<file path="src/rtl/stq_nwide.sv">
// N-wide in-order store queue: dispatch allocation, AGU/data fill, ROB commit, in-order D-cache drain.
// Age-ordered store-to-load forwarding (hit + data) is built only when STQ_FWD_EN is defined; otherwise conflicts only stall.
module stq_nwide #(
    parameter int DEPTH      = 8,
    parameter int DISPATCH_W = 2,
    parameter int ADDR_W     = 32,
    parameter int DATA_W     = 32,
    parameter int TAG_W      = 6,
    localparam int BE_W      = DATA_W / 8,
    localparam int IDX_W     = $clog2(DEPTH),
    localparam int PTR_W     = IDX_W + 1,
    localparam int CNT_W     = $clog2(DISPATCH_W) + 1
) (
    input  logic                              clk,
    input  logic                              rst,
    input  logic                              flush,
    input  logic [DISPATCH_W-1:0]             alloc_valid,
    input  logic [DISPATCH_W-1:0][TAG_W-1:0]  alloc_rob_tag,
    output logic [DISPATCH_W-1:0]             alloc_ready,
    output logic [DISPATCH_W-1:0][IDX_W-1:0]  alloc_idx,
    output logic [PTR_W-1:0]                  tail_snap,
    input  logic                              addr_valid,
    input  logic [IDX_W-1:0]                  addr_idx,
    input  logic [ADDR_W-1:0]                 addr,
    input  logic [BE_W-1:0]                   addr_be,
    input  logic                              data_valid,
    input  logic [IDX_W-1:0]                  data_idx,
    input  logic [DATA_W-1:0]                 data,
    input  logic [CNT_W-1:0]                  commit_cnt,
    output logic                              mem_req_valid,
    output logic [ADDR_W-1:0]                 mem_req_addr,
    output logic [DATA_W-1:0]                 mem_req_data,
    output logic [BE_W-1:0]                   mem_req_be,
    input  logic                              mem_req_ready,
    input  logic                              ld_valid,
    input  logic [ADDR_W-1:0]                 ld_addr,
    input  logic [BE_W-1:0]                   ld_be,
    input  logic [PTR_W-1:0]                  ld_tail,
    output logic                              fwd_hit,
    output logic [DATA_W-1:0]                 fwd_data,
    output logic                              fwd_stall,
    output logic [PTR_W-1:0]                  count,
    output logic                              full,
    output logic                              empty
);

    localparam int WORD_LSB = $clog2(BE_W);

    logic [PTR_W-1:0]  head, cmt, tail, cmt_next, free_cnt, n_alloc, fwd_span;
    logic [IDX_W-1:0]  head_idx, fwd_pos;
    logic              drain, fwd_match;
    logic [DEPTH-1:0]  ent_vld, ent_aok, ent_dok, ent_cmt;
    logic [DEPTH-1:0]  alloc_mask, commit_mask, drain_mask, aw_mask, dw_mask, keep_mask;
    logic [DEPTH-1:0]  vld_n, cmt_n, aok_n, dok_n;
    logic [ADDR_W-1:0] ent_addr [DEPTH];
    logic [BE_W-1:0]   ent_be   [DEPTH];
    logic [DATA_W-1:0] ent_data [DEPTH];

    assign count     = tail - head;
    assign empty     = (count == '0);
    assign full      = (count == PTR_W'(DEPTH));
    assign free_cnt  = PTR_W'(DEPTH) - count;
    assign tail_snap = tail;
    assign head_idx  = head[IDX_W-1:0];
    assign cmt_next  = cmt + PTR_W'(commit_cnt);

    assign mem_req_valid = (head != cmt);
    assign mem_req_addr  = ent_addr[head_idx];
    assign mem_req_data  = ent_data[head_idx];
    assign mem_req_be    = ent_be[head_idx];
    assign drain         = mem_req_valid && mem_req_ready;

    // Lanes are contiguous, so accepted lane i always lands at tail+i.
    always_comb begin
        alloc_mask = '0;
        n_alloc    = '0;
        for (int i = 0; i < DISPATCH_W; i++) begin
            alloc_idx[i]   = IDX_W'(tail + PTR_W'(i));
            alloc_ready[i] = (free_cnt >= PTR_W'(i + 1));
            if (alloc_valid[i] && alloc_ready[i] && !flush) begin
                alloc_mask[alloc_idx[i]] = 1'b1;
                n_alloc = n_alloc + PTR_W'(1);
            end
        end
    end

    always_comb begin
        commit_mask = '0;
        for (int j = 0; j < DISPATCH_W; j++) begin
            if (CNT_W'(j) < commit_cnt)
                commit_mask[IDX_W'(cmt + PTR_W'(j))] = 1'b1;
        end
    end

    always_comb begin
        drain_mask           = '0;
        drain_mask[head_idx] = drain;
        aw_mask              = '0;
        aw_mask[addr_idx]    = addr_valid;
        dw_mask              = '0;
        dw_mask[data_idx]    = data_valid;
    end

    // Flush keeps only entries that are committed once this cycle's commit is applied.
    assign keep_mask = flush ? (ent_cmt | commit_mask) : '1;
    assign vld_n     = (ent_vld & ~drain_mask & keep_mask) | alloc_mask;
    assign cmt_n     = (ent_cmt | commit_mask) & vld_n & ~drain_mask;
    assign aok_n     = (ent_aok | (aw_mask & ent_vld)) & vld_n & ~alloc_mask;
    assign dok_n     = (ent_dok | (dw_mask & ent_vld)) & vld_n & ~alloc_mask;

    always_ff @(posedge clk or posedge rst) begin
        if (rst) begin
            head    <= '0;
            cmt     <= '0;
            tail    <= '0;
            ent_vld <= '0;
            ent_aok <= '0;
            ent_dok <= '0;
            ent_cmt <= '0;
        end else begin
            head    <= head + PTR_W'(drain);
            cmt     <= cmt_next;
            tail    <= flush ? cmt_next : tail + n_alloc;
            ent_vld <= vld_n;
            ent_aok <= aok_n;
            ent_dok <= dok_n;
            ent_cmt <= cmt_n;
        end
    end

    always_ff @(posedge clk) begin
        if (addr_valid && ent_vld[addr_idx]) begin
            ent_addr[addr_idx] <= addr;
            ent_be[addr_idx]   <= addr_be;
        end
        if (data_valid && ent_vld[data_idx])
            ent_data[data_idx] <= data;
    end

    // Walk oldest to youngest; a later deciding candidate overrides, so the youngest wins.
    always_comb begin
        fwd_hit   = 1'b0;
        fwd_stall = 1'b0;
        fwd_data  = '0;
        fwd_pos   = '0;
        fwd_match = 1'b0;
        fwd_span  = ld_tail - head;
        if (ld_valid) begin
            for (int k = 0; k < DEPTH; k++) begin
                fwd_pos   = IDX_W'(head + PTR_W'(k));
                fwd_match = ((ent_addr[fwd_pos] >> WORD_LSB) == (ld_addr >> WORD_LSB))
                            && |(ent_be[fwd_pos] & ld_be);
                if ((PTR_W'(k) < fwd_span) && ent_vld[fwd_pos]
                    && (!ent_aok[fwd_pos] || fwd_match)) begin
`ifdef STQ_FWD_EN
                    if (ent_aok[fwd_pos] && ent_dok[fwd_pos]
                        && ((ent_be[fwd_pos] & ld_be) == ld_be)) begin
                        fwd_hit   = 1'b1;
                        fwd_stall = 1'b0;
                        fwd_data  = ent_data[fwd_pos];
                    end else begin
                        fwd_hit   = 1'b0;
                        fwd_stall = 1'b1;
                        fwd_data  = '0;
                    end
`else
                    fwd_stall = 1'b1;
`endif
                end
            end
        end
    end

`ifndef SYNTHESIS
    logic [DEPTH-1:0] commit_ok;
    assign commit_ok = (ent_aok | aw_mask) & (ent_dok | dw_mask) & ent_vld;

    a_alloc_contig: assert property (@(posedge clk) disable iff (rst)
        (alloc_valid & (alloc_valid + DISPATCH_W'(1))) == '0);
    a_addr_free: assert property (@(posedge clk) disable iff (rst)
        addr_valid |-> ent_vld[addr_idx]);
    a_data_free: assert property (@(posedge clk) disable iff (rst)
        data_valid |-> ent_vld[data_idx]);
    a_commit_past_tail: assert property (@(posedge clk) disable iff (rst)
        PTR_W'(commit_cnt) <= (tail - cmt));
    a_commit_incomplete: assert property (@(posedge clk) disable iff (rst)
        (commit_mask & ~commit_ok) == '0);

    for (genvar g = 1; g < DISPATCH_W; g++) begin : g_tag_chk
        a_tag_distinct: assert property (@(posedge clk) disable iff (rst)
            (alloc_valid[g] && alloc_ready[g] && !flush)
            |-> (alloc_rob_tag[g] != alloc_rob_tag[g-1]));
    end
`endif

endmodule
</file>
<file path="config.mk">
export PLATFORM = sky130hd
export DESIGN_NAME = stq_nwide
export DESIGN_NICKNAME = d
export VERILOG_FILES = /design/src/rtl/stq_nwide.sv
export SDC_FILE = /design/constraint.sdc
export NUM_CORES = 1
export LEC_CHECK = 0
export ABC_AREA = 1
export BUFFER_PORTS_ARGS = -buffer_cell sky130_fd_sc_hd__clkbuf_2
export CELL_PAD_IN_SITES_DETAIL_PLACEMENT = 0
export CELL_PAD_IN_SITES_GLOBAL_PLACEMENT = 1
export CORE_MARGIN = 2
export CORE_UTILIZATION = 40
export CTS_BUF_LIST = sky130_fd_sc_hd__clkbuf_4
export DETAILED_ROUTE_END_ITERATION = 8
export PLACE_DENSITY_LB_ADDON = 0.05
export RECOVER_POWER = 50
export SYNTH_ARGS = -nofsm -noshare
export SYNTH_HDL_FRONTEND = slang
export SYNTH_SLANG_ARGS = --single-unit
</file>
<file path="constraint.sdc">
create_clock -name clk -period 5.2 [get_ports clk]
set_input_delay 1.04 -clock clk [delete_from_list [all_inputs] [get_ports clk]]
set_output_delay 1.04 -clock clk [all_outputs]
set_load 0.02 [all_outputs]
</file>
==> flow_summary_export.csv, run 1 <==
group,metric,value,unit
timing,period_share,0.993,
placed_design,routabilityCongestion,0.893,
critical_path,cp_slowest_cell,"dfrtp_4",
timing,slew-limit-headroom,-1.19,
global_route,grt_overflow,0,
yosys,synth_cells,4552,
cts,root_buffer,"clkbuf_4",
critical_path,rrSetupSlack,0.78,ns
critical_path,critPathMaxStageDelay,0.53,ns
timing,tightest_slew,3.28,ns
routing,post-route-drc-count,0,
critical_path,crit_top_cell,"nand2_1",
cts,cts_buffer_depth,3,
floorplanning,fp-row-count,109,
layout,n_fill_cell,8861,
cts,cts.clk_slew.worst_paths,0.06,ns
critical_path,worstPathMaxFanout,26,
global_route,antenna_found_initial,14,
cts,numCtsBuffers,159,
global_route,grt_max_degree,96,
routing,drtIter0Drc,3168,
critical_path,path_cells,"inv_12 -> buf_12 -> buf_12 -> buf_16 -> nand2_1 -> nand3_1 -> nand3_1 -> nand3_2 -> nand4_1 -> nor2_4 -> nand2_2 -> nor2_2 -> nand2_1 -> nand2_1 -> nand2_1 -> nand2_1 -> nor2_1 -> a21oi_2 -> clkbuf_8",
yosys,synth_edf_count,544,
global_route,grt_pass1_vias,32638,
status,outcome,"finished with violations",
floorplanning,die-area,91000,um^2
placed_design,place_area,37700,um^2
timing,hold_viol,0,
yosys,synth_top_flop_cell,"edfxtp_1",
critical_path,crit_required,4.16,ns
placed_design,dp_hpwl,83.8,mm
timing,rsz0062_at_grt,"yes",
layout,final_area,42500,um^2
layout,syn_to_final_growth,19.9,%
layout,nets,4992,
critical_path,start_kind,"flip-flop",
critical_path,r2r-start,"ent_vld[1]$_DFF_PP0_",
flow_run,max_cap_viol_count,4,
critical_path,crit_start,"head[0]$_DFF_PP0_",
layout,drive_gt1_frac,0.151,
yosys,synth-async-reset-ratio,0.0621,
placed_design,port_buffers,210,
critical_path,arrival,4.12,ns
routing,firstDrtPassIters,7,
critical_path,path_buf_inv,5,
cts,clkSinkCount,580,
timing,finalSetupViolCount,0,
yosys,synth_area,35500,um^2
timing,fin_setup_tns,0,ns
routing,antenna_left,0,
layout,mostFrequentLayoutCells,"1318 x nand2_1, 1287 x nand3_1, 544 x edfxtp_1",
critical_path,critical_path_class,"reg -> out",
yosys,yosys_warnings,0,
status,violations,"capacitance limit, slew limit",
critical_path,rr_worst_depth,3,
timing,whs,0.310,ns
timing,fin_skew,0.0604,ns
timing,fmax,0.194,GHz
floorplanning,initial_core_util,0.402,
routing,wirelength,144,mm
critical_path,worst_r2r_endpoint,"ent_addr[1][8]$_DFFE_PP_",
min_path,hold_class,"in -> reg",
floorplanning,die_x,302,um
yosys,syn_avg_cell_area,7.79,um^2
floorplanning,num_io_pins,258,
global_route,track_usage,0.311,
timing,period_minus_slack,5.16,ns
routing,avgViaCountPerCell,5.67,
cts,h-tree-depth,4,
yosys,synth_seq_area_share,0.486,
timing,drv_slew,97,
layout,layout.cells.non_filler,6105,
critical_path,crit_family,"simple AND/OR/NAND/NOR gates",
cts,clock_latency,1.08,ns
critical_path,endpoint_kind,"primary output",
yosys,synth_cell_types,39,
routing,route.detailed.wl_per_inst,23.6,um
cts,cts_tree,"built",
critical_path,crit_end,"fwd_stall",
floorplanning,die_y,302,um
floorplanning,core,88100,um^2
layout,final_common_cell,"nand2_1",
critical_path,cp_num_cells,19,
routing,vias,34631,
global_route,grt_pass1_wl,209,mm
yosys,ys_ff_latch,580,
placed_design,dp.cells,5732,
worst min-delay path by stage:
stage,from,endpoint,slack [ns],cells past startpoint
2_1_floorplan,cmt[3]$_DFF_PP0_,cmt[3]$_DFF_PP0_,0.48,1
3_3_place_gp,cmt[3]$_DFF_PP0_,cmt[3]$_DFF_PP0_,0.50,1
3_5_place_dp,cmt[3]$_DFF_PP0_,cmt[3]$_DFF_PP0_,0.51,1
4_1_cts,rst,tail_snap[3]$_DFF_PP0_,0.02,3
5_1_grt,data[11],ent_data[4][11]$_DFFE_PP_,0.24,1
6_report,data[11],ent_data[4][11]$_DFFE_PP_,0.31,1
cell type report:
type	count	area (um^2)	area share
inverter	124	541	0.0127
antenna	10	25.0	0.000589
sequential	580	17200	0.406
tap	1165	1460	0.0343
clock buffer	216	1620	0.0381
multi-input combinational	3576	17300	0.407
clock inverter	48	334	0.00786
timing repair buffer	385	3980	0.0937
timing repair inverter	1	20.0	0.000471
flip-flops by register name, summed over array words and instances (netlist names):
name       count
tail_snap      4
ent_addr     256
ent_cmt        8
head           4
cmt            4
ent_be        32
ent_data     256
ent_aok        8
ent_vld        8
through the flow:
step | setup slack (ns) | util
finish | 0.0365 | 0.483
global route | -0.138 | 0.483
CTS | -0.000152 | 0.479
detailed placement | 0.236 | 0.428
global placement | 0.234 | 0.428
floorplan | -0.247 | -
layer usage:
layer	track usage	wire (um)
met1	0.402	59700
met2	0.509	67700
met3	0.0634	11300
met4	0.128	5480
met5	0	75
synthesized netlist by cell type (5+ instances only):
cell type | instances | area [um^2]
inv_1 | 104 | 390
buf_4 | 37 | 278
a31oi_1 | 34 | 213
nand2_1 | 1358 | 5100
clkinv_1 | 14 | 52.6
mux2i_1 | 10 | 100
clkbuf_1 | 102 | 383
inv_2 | 5 | 18.8
buf_1 | 45 | 169
nand4_1 | 54 | 338
buf_2 | 120 | 601
o22ai_1 | 35 | 219
o211ai_1 | 5 | 37.5
xnor2_1 | 12 | 105
ha_1 | 24 | 300
nand3_1 | 1346 | 6740
nor2_1 | 374 | 1400
or2_2 | 9 | 56.3
nor4_1 | 9 | 56.3
edfxtp_1 | 544 | 16300
xor2_1 | 36 | 315
o21ai_0 | 196 | 981
a21oi_1 | 16 | 80.1
a221o_1 | 6 | 60.1
dfrtp_1 | 36 | 901
repair_timing:
item	CTS	global route
hold buffers	0	0
pin swaps	72	27
endpoints found under the setup margin	19	7
gates cloned	41	6
setup buffers	47	8
gates resized for setup	255	45
cell families after synthesis:
| logic type | synth area share |
|---|---|
| mux | 0.00282 |
| simple gates | 0.387 |
| compound gates | 0.0465 |
| fa+ha+maj | 0.0107 |
| other cells | 0.000106 |
| flops | 0.486 |
| buf+inv | 0.0538 |
| xor+xnor | 0.0131 |
Power of run 1 is left out: the tool's default activity adds up to more than one toggle a clock period on the data nets, which glitch-free logic cannot reach.
==> inputs of run 2 (changes only) <==
--- a/config.mk
+++ b/config.mk
@@ -15,6 +15,7 @@
 export DETAILED_ROUTE_END_ITERATION = 8
 export PLACE_DENSITY_LB_ADDON = 0.05
 export RECOVER_POWER = 50
+export SETUP_SLACK_MARGIN = 0.3
 export SYNTH_ARGS = -nofsm -noshare
 export SYNTH_HDL_FRONTEND = slang
 export SYNTH_SLANG_ARGS = --single-unit
==> flow_summary_export.csv, run 2 (synthesized netlist as in run 1, its figures left out) <==
group,metric,value,unit
timing,slew-limit-headroom,-1.16,
floorplanning,core,88100,um^2
placed_design,dp_hpwl,83.8,mm
layout,nets,4999,
global_route,antenna_found_initial,15,
critical_path,r2r-start,"ent_vld[1]$_DFF_PP0_",
critical_path,endpoint_kind,"primary output",
layout,drive_gt1_frac,0.152,
routing,firstDrtPassIters,8,
timing,hold_viol,0,
critical_path,crit_start,"head[0]$_DFF_PP0_",
timing,fmax,0.193,GHz
timing,drv_slew,97,
cts,holdBufCountCts,0,
routing,antenna_left,0,
floorplanning,num_io_pins,258,
critical_path,arrival,4.13,ns
floorplanning,fp-row-count,109,
global_route,track_usage,0.311,
placed_design,port_buffers,210,
routing,drtIter0Drc,3229,
critical_path,rrSetupSlack,0.80,ns
layout,mostFrequentLayoutCells,"1314 x nand2_1, 1289 x nand3_1, 544 x edfxtp_1",
cts,numCtsBuffers,159,
routing,post-route-drc-count,0,
floorplanning,die-area,91000,um^2
timing,tightest_slew,3.25,ns
timing,rsz0062_at_grt,"yes",
cts,cts.clk_slew.worst_paths,0.06,ns
critical_path,worstPathMaxFanout,11,
cts,clkSinkCount,580,
routing,wirelength,144,mm
cts,root_buffer,"clkbuf_4",
cts,cts_buffer_depth,3,
critical_path,start_kind,"flip-flop",
layout,syn_to_final_growth,20.3,%
critical_path,worst_r2r_endpoint,"ent_addr[1][24]$_DFFE_PP_",
status,outcome,"finished with violations",
timing,layout_setup_ws,0.0253,ns
global_route,grt_max_degree,96,
cts,h-tree-depth,4,
global_route,grt_pass1_vias,32631,
critical_path,crit_required,4.16,ns
cts,cts_tree,"built",
placed_design,routabilityCongestion,0.893,
flow_run,max_cap_viol_count,4,
min_path,whs_endpoint,"ent_data[4][11]$_DFFE_PP_",
min_path,hold_start,"data[11]",
layout,final_common_cell,"nand2_1",
layout,top_regs,"ent_addr (256), ent_data (256), ent_be (32)",
routing,route.detailed.wl_per_inst,23.6,um
routing,vias,34647,
floorplanning,initial_core_util,0.402,
floorplanning,die_y,302,um
cts,clock_latency,1.07,ns
global_route,grt_overflow,0,
placed_design,pre_cts_ws,0.236,ns
critical_path,critical_path_class,"reg -> out",
routing,avgViaCountPerCell,5.67,
min_path,hold_class,"in -> reg",
critical_path,rr_worst_depth,3,
global_route,grt_pass1_wl,209,mm
timing,period_minus_slack,5.17,ns
timing,period_share,0.995,
status,violations,"capacitance limit, slew limit",
floorplanning,die_x,302,um
min_path,min_path_cells,1,
timing,finalSetupViolCount,0,
timing,fin_skew,0.0566,ns
## run 2: through the flow
step	utilization	TNS (ns)	hold slack, ns	std cells	area, um^2
finish	0.484	0	0.328	6110	42700
global route	0.484	-0.139	0.236	6108	42700
CTS	0.480	0	0.0161	6085	42300
detailed placement	0.428	0	0.511	5732	37700
global placement	0.428	0	0.504	5732	37700
floorplan	-	-62.70	0.478	4584	35600
## run 2: how the worst max path moves through the flow
stage	end	slack [ns]	cells past startpoint
final	fwd_stall	0.03	21
after floorplan	ent_data[0][0]$_DFFE_PP_	-0.25	8
after detailed placement	fwd_stall	0.24	18
after global placement	fwd_stall	0.23	18
after global routing	fwd_stall	-0.14	20
after CTS	fwd_stall	0.0006	22
## run 2: timing repair
item | 4_1_cts | 5_1_grt
buffers inserted | 48 | 10
endpoints found under the setup margin | 35 | 5
hold endpoints to repair | 0 | 0
pin swaps | 74 | 28
gates resized for setup | 263 | 47
gates cloned | 41 | 7
## run 2: cell type report
type                            instances  area [um^2]
Fill cell                            8845        45400
Multi-Input combinational cell       3576        17300
Sequential cell                       580        17200
Timing Repair Buffer                  392         4140
Clock buffer                          216         1620
Tap cell                             1165         1460
Inverter                              124          541
Clock inverter                         48          334
Timing Repair inverter                  1         20.0
Antenna cell                            8         20.0
## run 2: critical path, cell delays in order, from the launching register on
cell	delay (ns)
dfrtp_4	0.53
inv_12	0.10
ha_4	0.22
buf_12	0.17
inv_16	0.13
buf_16	0.16
buf_4	0.12
nand3_1	0.11
nand3_1	0.12
nand2_1	0.06
nand2_1	0.05
nand4_1	0.22
nor2_1	0.16
nand2_1	0.07
nor2_2	0.15
nand2_4	0.09
nand2_1	0.08
nand2_1	0.05
nand2_1	0.06
nor2_1	0.05
a21oi_2	0.21
clkbuf_8	0.19
## run 2: routing by layer
layer,GRT usage,part of all wire,vias to the layer above
met3,0.0654,0.080,300
met1,0.401,0.41,16431
met4,0.127,0.039,10
met5,0,0.00039,-
li1,-,-,16474
met2,0.509,0.47,1432
Power of run 2 is left out for the same reason.
